[config.mk]
export PLATFORM = sky130hd
export DESIGN_NAME = pipe_collision_scorer
export DESIGN_NICKNAME = d
export VERILOG_FILES = /design/src/rtl/pipe_collision_scorer.sv
export SDC_FILE = /design/constraint.sdc
export NUM_CORES = 1
export LEC_CHECK = 0
export ABC_CLOCK_PERIOD_IN_PS = 4000
export BUFFER_PORTS_ARGS = -buffer_cell sky130_fd_sc_hd__buf_2
export CORE_MARGIN = 5
export CORE_UTILIZATION = 45
export CTS_BUF_LIST = sky130_fd_sc_hd__clkbuf_2 sky130_fd_sc_hd__clkbuf_4 sky130_fd_sc_hd__clkbuf_8
export CTS_CLUSTER_DIAMETER = 120
export DETAILED_ROUTE_END_ITERATION = 7
export PLACE_DENSITY_LB_ADDON = 0.08
export SYNTH_ARGS = -nofsm -noshare
export SYNTH_HDL_FRONTEND = slang
export SYNTH_SLANG_ARGS = --single-unit
[constraint.sdc]
create_clock -name Clk -period 4 [get_ports Clk]
set_clock_uncertainty 0.15 [all_clocks]
set_input_delay 1 -clock Clk [delete_from_list [all_inputs] [get_ports Clk]]
set_output_delay 1 -clock Clk [all_outputs]
set_load 0.005 [all_outputs]
[src/rtl/pipe_collision_scorer.sv]
// Game-level scorer: detects bird/pipe and bird/floor collisions, counts cleared pipes,
// keeps a high score and runs the IDLE/PLAY/LOST state machine.
module pipe_collision_scorer #(
    parameter int BIRD_X      = 100,
    parameter int BIRD_SIZE   = 20,
    parameter int PIPE_W      = 60,
    parameter int GAP_H       = 150,
    parameter int FLOOR_Y     = 480,
    parameter int HIT_CONFIRM = 2,
    parameter int SCORE_MAX   = 999
) (
    input  logic       Clk,
    input  logic       Reset,
    input  logic       Start,
    input  logic [9:0] BirdPosY,
    input  logic [9:0] PipePosXA,
    input  logic [9:0] PipePosYA,
    output logic       Lost,
    output logic       Playing,
    output logic       Passed,
    output logic [9:0] Score,
    output logic [9:0] HighScore
);

    typedef enum logic [1:0] {
        S_IDLE = 2'd0,
        S_PLAY = 2'd1,
        S_LOST = 2'd2
    } state_t;

    localparam logic [10:0] BIRD_L   = 11'(BIRD_X);
    localparam logic [10:0] BIRD_R   = 11'(BIRD_X + BIRD_SIZE);
    localparam logic [10:0] BIRD_SZ  = 11'(BIRD_SIZE);
    localparam logic [10:0] PIPE_WD  = 11'(PIPE_W);
    localparam logic [10:0] GAP_HT   = 11'(GAP_H);
    localparam logic [10:0] FLOOR_L  = 11'(FLOOR_Y);
    localparam logic [9:0]  SCORE_MX = 10'(SCORE_MAX);
    localparam logic [3:0]  CONFIRM  = 4'(HIT_CONFIRM);

    state_t      state_q, state_d;
    logic [9:0]  score_q, score_d;
    logic [9:0]  high_q, high_d;
    logic [2:0]  hit_cnt_q, hit_cnt_d;
    logic        armed_q, armed_d;
    logic        passed_q, passed_d;
    logic        lost_q, lost_d;
    logic        playing_q, playing_d;

    // 11-bit extended geometry so the sums never wrap
    logic [10:0] pipe_l, pipe_r, gap_top, gap_bot, bird_top, bird_bot;
    logic        xov, outgap, on_floor, hit, score_cond, rearm, confirm;

    assign pipe_l   = {1'b0, PipePosXA};
    assign pipe_r   = pipe_l + PIPE_WD;
    assign gap_top  = {1'b0, PipePosYA};
    assign gap_bot  = gap_top + GAP_HT;
    assign bird_top = {1'b0, BirdPosY};
    assign bird_bot = bird_top + BIRD_SZ;

    assign xov        = (pipe_l < BIRD_R) && (pipe_r > BIRD_L);
    assign outgap     = (bird_top < gap_top) || (bird_bot > gap_bot);
    assign on_floor   = (bird_bot >= FLOOR_L);
    assign hit        = (xov && outgap) || on_floor;
    assign score_cond = (pipe_r < BIRD_L);
    assign rearm      = (pipe_l >= BIRD_R);
    assign confirm    = hit && (({1'b0, hit_cnt_q} + 4'd1) >= CONFIRM);

    always_comb begin
        state_d   = state_q;
        score_d   = score_q;
        high_d    = high_q;
        hit_cnt_d = hit_cnt_q;
        armed_d   = armed_q;
        passed_d  = 1'b0;
        case (state_q)
            S_IDLE: begin
                score_d   = '0;
                hit_cnt_d = '0;
                armed_d   = 1'b1;
                if (Start) state_d = S_PLAY;
            end
            S_PLAY: begin
                if (!Start) begin
                    state_d   = S_IDLE;
                    score_d   = '0;
                    hit_cnt_d = '0;
                    armed_d   = 1'b1;
                end else begin
                    hit_cnt_d = hit ? hit_cnt_q + 3'd1 : 3'd0;
                    // A confirming hit pre-empts scoring in the same cycle
                    if (confirm) begin
                        state_d = S_LOST;
                        high_d  = (score_q > high_q) ? score_q : high_q;
                    end else if (armed_q && score_cond) begin
                        armed_d  = 1'b0;
                        passed_d = 1'b1;
                        if (score_q < SCORE_MX) score_d = score_q + 10'd1;
                    end else if (rearm) begin
                        armed_d = 1'b1;
                    end
                end
            end
            S_LOST: begin
                if (!Start) begin
                    state_d   = S_IDLE;
                    score_d   = '0;
                    hit_cnt_d = '0;
                    armed_d   = 1'b1;
                end
            end
            default: state_d = S_IDLE;
        endcase
        lost_d    = (state_d == S_LOST);
        playing_d = (state_d == S_PLAY);
    end

    always_ff @(posedge Clk or posedge Reset) begin
        if (Reset) begin
            state_q   <= S_IDLE;
            score_q   <= '0;
            high_q    <= '0;
            hit_cnt_q <= '0;
            armed_q   <= 1'b1;
            passed_q  <= 1'b0;
            lost_q    <= 1'b0;
            playing_q <= 1'b0;
        end else begin
            state_q   <= state_d;
            score_q   <= score_d;
            high_q    <= high_d;
            hit_cnt_q <= hit_cnt_d;
            armed_q   <= armed_d;
            passed_q  <= passed_d;
            lost_q    <= lost_d;
            playing_q <= playing_d;
        end
    end

    assign Lost      = lost_q;
    assign Playing   = playing_q;
    assign Passed    = passed_q;
    assign Score     = score_q;
    assign HighScore = high_q;

endmodule
# ---- After elaboration in Yosys (flattened, before gate mapping)
# Cells that the tools add are included.
dict set report op_classes {
  mux 25
  addsub 6
  eq_ne 9
  order_cmp 10
  reduce_logical 12
}
# operator n
set ops {}
lappend ops {{$mux 10} 5}
lappend ops {{$pmux 10 s3} 1}
lappend ops {{$add 10x5->11 const B} 1}
lappend ops {{$add 10x6->11 const B} 1}
lappend ops {{$add 10x8->11 const B} 1}
lappend ops {{$ge 11x9->1 const B} 1}
lappend ops {{$gt 11x11->1} 1}
lappend ops {{$gt 11x7->1 const B} 1}
lappend ops {{$lt 11x7->1 const B} 1}
lappend ops {{$add 10x1->10 const B} 1}
lappend ops {{$ge 10x7->1 const B} 1}
lappend ops {{$gt 10x10->1} 1}
lappend ops {{$lt 10x10->1} 1}
lappend ops {{$lt 10x10->1 const B} 1}
lappend ops {{$lt 10x7->1 const B} 1}
lappend ops {{$mux 1} 9}
lappend ops {{$mux 3} 3}
lappend ops {{$ne 3x3->1 const B} 3}
lappend ops {{$pmux 3 s3} 1}
lappend ops {{$mux 2} 4}
lappend ops {{$reduce_and 4->1} 2}
lappend ops {{$pmux 2 s3} 1}
lappend ops {{$reduce_and 5->1} 1}
lappend ops {{$add 3x1->4 const B} 1}
lappend ops {{12 further kinds} 18}
dict set report word_totals {
  wordCells 70
  out_inout_bits 23
  reg_bits 29
}

# ---- Depth between registers and ports, before layout
dict set report logic_depth {
  ltp_word 10
  ltp_mapped 15
  ltp_nobuf 14
}

# ---- Least setup slack after synthesis
# No wires, ideal clock.
dict set report synth_path {
  kind {input-to-reg}
  startpoint {in PipePosYA[1]}
  endpoint {reg high_q[0] (netlist: HighScore[0])}
  t_arrival_ns 3.966
  stages 15
  required_ns 3.725
  setup_slack_ns -0.241
  cell_sequence {inv_1 -> ha_1 -> o21a_1 -> nor3_1 -> o21ai_0 -> xnor2_1 -> ha_1 -> a211o_1 -> a211oi_1 -> o221ai_1 -> a222oi_1 -> o31ai_4 -> and3_1 -> buf_6 -> mux2_4}
}
dict set report synth_via {
  elab_chain_cells 7
}
# item line_no
set synth_lines {}
lappend synth_lines {{start: declaration} 17} ;# input logic [9:0] PipePosYA,
lappend synth_lines {{$add 10x8->11} 56} ;# assign gap_bot = gap_top + GAP_HT;
lappend synth_lines {{$gt 11x11->1} 61} ;# assign outgap = (bird_top < gap_top) || (bird_bot > gap_bot);
lappend synth_lines {{$logic_or 1x1->1 *} 61}
lappend synth_lines {{$logic_and 1x1->1 *} 63} ;# assign hit = (xov && outgap) || on_floor;
lappend synth_lines {{$logic_or 1x1->1 *} 63}
lappend synth_lines {{$logic_and 1x1->1 *} 66} ;# assign confirm = hit && (({1'b0, hit_cnt_q} + 4'd1) >= CONFIRM);
lappend synth_lines {{$reduce_and 4->1 (no line) *} -}
lappend synth_lines {{end signal: assignment} 130} ;# high_q <= high_d;
lappend synth_lines {{end: declaration} 42} ;# logic [9:0] high_q, high_d;
# Every way passes the cells marked *; elsewhere a longest branch is shown, timed or not.
# A chain may end at the register's enable or synchronous reset.

# ---- Final worst setup path
dict set report layout_path {
  startpoint {in PipePosYA[2]}
  endpoint {reg score_q[4] (netlist: Score[4])}
}
dict set report layout_via {
  elab_chain_cells 8
}
# item line_no
set layout_lines {}
lappend layout_lines {{$add 10x8->11} 56}
lappend layout_lines {{$gt 11x11->1} 61}
lappend layout_lines {{$logic_or 1x1->1 *} 61}
lappend layout_lines {{$logic_and 1x1->1 *} 63}
lappend layout_lines {{$logic_or 1x1->1 *} 63}
lappend layout_lines {{$logic_and 1x1->1 *} 66}
lappend layout_lines {{$ne 3x3->1 (no line) *} -}
lappend layout_lines {{$reduce_and 5->1 (no line) *} -}
lappend layout_lines {{end signal: assignment} 129} ;# score_q <= score_d;
lappend layout_lines {{end: declaration} 41} ;# logic [9:0] score_q, score_d;
# Marks and branches as above.

==> run summary <==
GPL Wtd Cong = 0.882
number of CTS-inserted buffers = 5
Worst path top cell family by delay = compound AO/OA/AOI/OAI gates
type of destination of the critical path = flop
number of max-cap violations = 0
path category of the worst min-delay check = reg -> reg
standard-cell rows = 27
post-route worst setup slack = 0.126 ns
Final period util = 96.9%
detailed placer's ending HPWL = 5260 um
Post-synth EDFFs = 0
Crit path arrival time = 3.89 ns
transition time at the pin with the least slew margin = 0.979 ns
WP depth = 16
minimum setup slack among reg-to-reg paths = 1.44 ns
static leakage power = 1.64 nW
DRT Pass-1 Iters = 5
relative max-transition margin = 34.5%
antenna violations before repair = 0
combined area of all synthesized cells = 2620 um^2
number of endpoints failing setup at the final stage = 0
end of the critical path = Score[4]
vias in the first global route = 2,478
total clock sinks = 29
syn_nets = 358
most common cell after layout, fill and taps aside = buf_2
global-route wire length before repair = 10,900 um
slowest stage delay, CP = 0.34 ns
result of the run = completed
peak fanout along the critical path = 6
total overflow reported by the global router = 0
clock latency at the later pin of the worst-skew pair = 0.28 ns
diode insertion count for antenna repair = 0
Critical Path Slowest Stage Cell = a222oi_1
detailed-route via count = 2,469
top flip-flop cell by instance count after synthesis = dfrtp_1
Pins Over Slew Limit = 0
Final ANT Viol Nets = 0
critical path launch point type = input pin
flip-flop and latch count after synthesis = 29
root buffer cell = clkbuf_8
asr flop ratio synth = 100%
P&R area growth vs syn = 29.0%
IO Pins = 56
level count of the clock H-tree = 2
Final Net Count = 442
share of cells above drive strength 1 = 32.0%
Pwr Density = 255 nW/um^2
Iteration-0 DRC Markers = 86
share of the yosys chip area belonging to registers = 27.8%
Worst Hold Path Cells = 1
ordered cell list for the critical path = buf_8, inv_12, ha_4, o21a_1, nor3_2, xnor2_1, ha_1, and4_4, nand3_2, o32a_1, a222oi_1, buf_4, o31ai_4, buf_6, o211a_1, a211o_1
maximum buffer depth of the clock tree = 2
IR Drop Worst-Case VDD = 0.000177 V
RSZ-0062 raised after global routing = yes
gate count of the mapped netlist = 287
count of yosys warnings during synthesis = 0
Starting Density = 47.0%
hold violation total from the final report = 0
maximum number of pins on one net before global-route repair = 30
launching element of the worst setup path = PipePosYA[2]
Fin Hold WS = 0.342 ns
Data required, critical path = 4.02 ns
Setup Slack @ Placement = -0.321 ns
R2R cell count = 8
per-cell routed wire length = 15.0 um
maximum clock frequency = 258 MHz
capture instance of the worst register-to-register path = Score[3]
DIE WIDTH = 86.3 um
routed via count divided by cell count = 5.56
start of the worst register-to-register path = hit_cnt_q[0]
mean instance size in the synthesized netlist = 9.12 um^2
Critical Setup Path Class = in -> reg
core region area = 5570 um^2
clock edge transition at the registers on the reported setup and hold paths = 0.06 ns
residual DRC count = 0
y dimension of the die = 86.3 um
die footprint = 7450 um^2
TritonCTS clock tree = yes
fin crit period = 3.87 ns
GR Util All Layers = 18.1%
buffers added on ports = 55
Buf/Inv on CP = 4
most frequent cells in the layout = buf_2 (52), ha_1 (36), dfrtp_1 (28)
WL final = 6670 um
number of distinct library cell variants in the gate-level netlist after synthesis = 59
## layer usage
layer	up-vias	part of all wire (%)	global-route usage (%)
met3	8	5.1	3.04
met1	1150	40	20.3
met4	0	1.6	6.52
met5	-	0	0
met2	65	53	34.2
li1	1246	-	-
## logic make-up after synthesis
group                    after synthesis  share of synthesized area (%)
AO/OA/AOI/OAI                         79                           20.9
XOR/XNOR                              15                           5.02
multiplexers                          12                           6.31
AND/OR/NAND/NOR                       81                           16.9
adder cells (fa/ha/maj)               38                           18.2
buffers and inverters                 33                           5.02
flip-flops                            29                           27.8
## synth_stat cells (3+ instances only)
master	number	area [um^2]
inv_1	29	109
nor4_1	5	31.3
a21oi_1	12	60.1
and3_1	4	25.0
xnor2_1	10	87.6
o21ai_1	11	55.1
mux2i_1	3	30.0
o21ai_0	14	70.1
and4_1	3	26.3
o21a_1	6	45.0
xor2_1	5	43.8
nand4_1	8	50.1
ha_1	38	475
nor3_1	9	45.0
nand3_1	11	55.1
a211oi_1	3	22.5
o211ai_1	4	30.0
nor2_1	9	33.8
nand2_1	16	60.1
mux2_4	9	135
and2_1	3	18.8
dfrtp_1	28	701
## how the worst min path moves through the flow
stage,from,to,slack (ns)
floorplan,hit_cnt_q[2],hit_cnt_q[2],0.31
global placement,hit_cnt_q[2],hit_cnt_q[2],0.33
detailed placement,hit_cnt_q[2],hit_cnt_q[2],0.35
CTS,hit_cnt_q[2],hit_cnt_q[2],0.35
global route,armed_q,armed_q,0.37
finish,hit_cnt_q[2],hit_cnt_q[2],0.34
## timing repair
action	CTS	global route
hold buffers	0	0
setup buffers	0	3
endpoints found under the setup margin	10	14
gates cloned	0	1
pin swaps	1	14
gates resized for setup	0	19
## final cells by class
class | count | area, um^2
Fill cell | 508 | 2200
Multi-Input combinational cell | 226 | 1820
Sequential cell | 29 | 727
Timing Repair Buffer | 80 | 493
Inverter | 29 | 129
Clock buffer | 7 | 90.1
Tap cell | 72 | 90.1
Clock inverter | 1 | 30.0
## per-stage QoR
step	TNS, ns	utilization, %	instance area, um^2	instances	total power, mW
final	0	60.6	3380	444	0.862
after global routing	-0.198	60.6	3380	444	0.906
after CTS	0	59.3	3310	441	0.849
after detailed placement	-3.47	57.2	3190	433	0.525
after global placement	-3.59	57.2	3190	433	0.525
after floorplan	-0.662	-	2660	287	0.439
## registers in the layout, summed over array words and instances, names as in the netlist
signal     count
Lost           1
state_q        2
armed_q        1
Score         10
HighScore     10
hit_cnt_q      3
Playing        1
Passed         1
## report_power, final
group	switching [mW]	internal (mW)
clock	0.114	0.210
combinational	0.122	0.112
sequential	0.00488	0.299
total	0.241	0.621
Power figures use the tool's default switching activity.
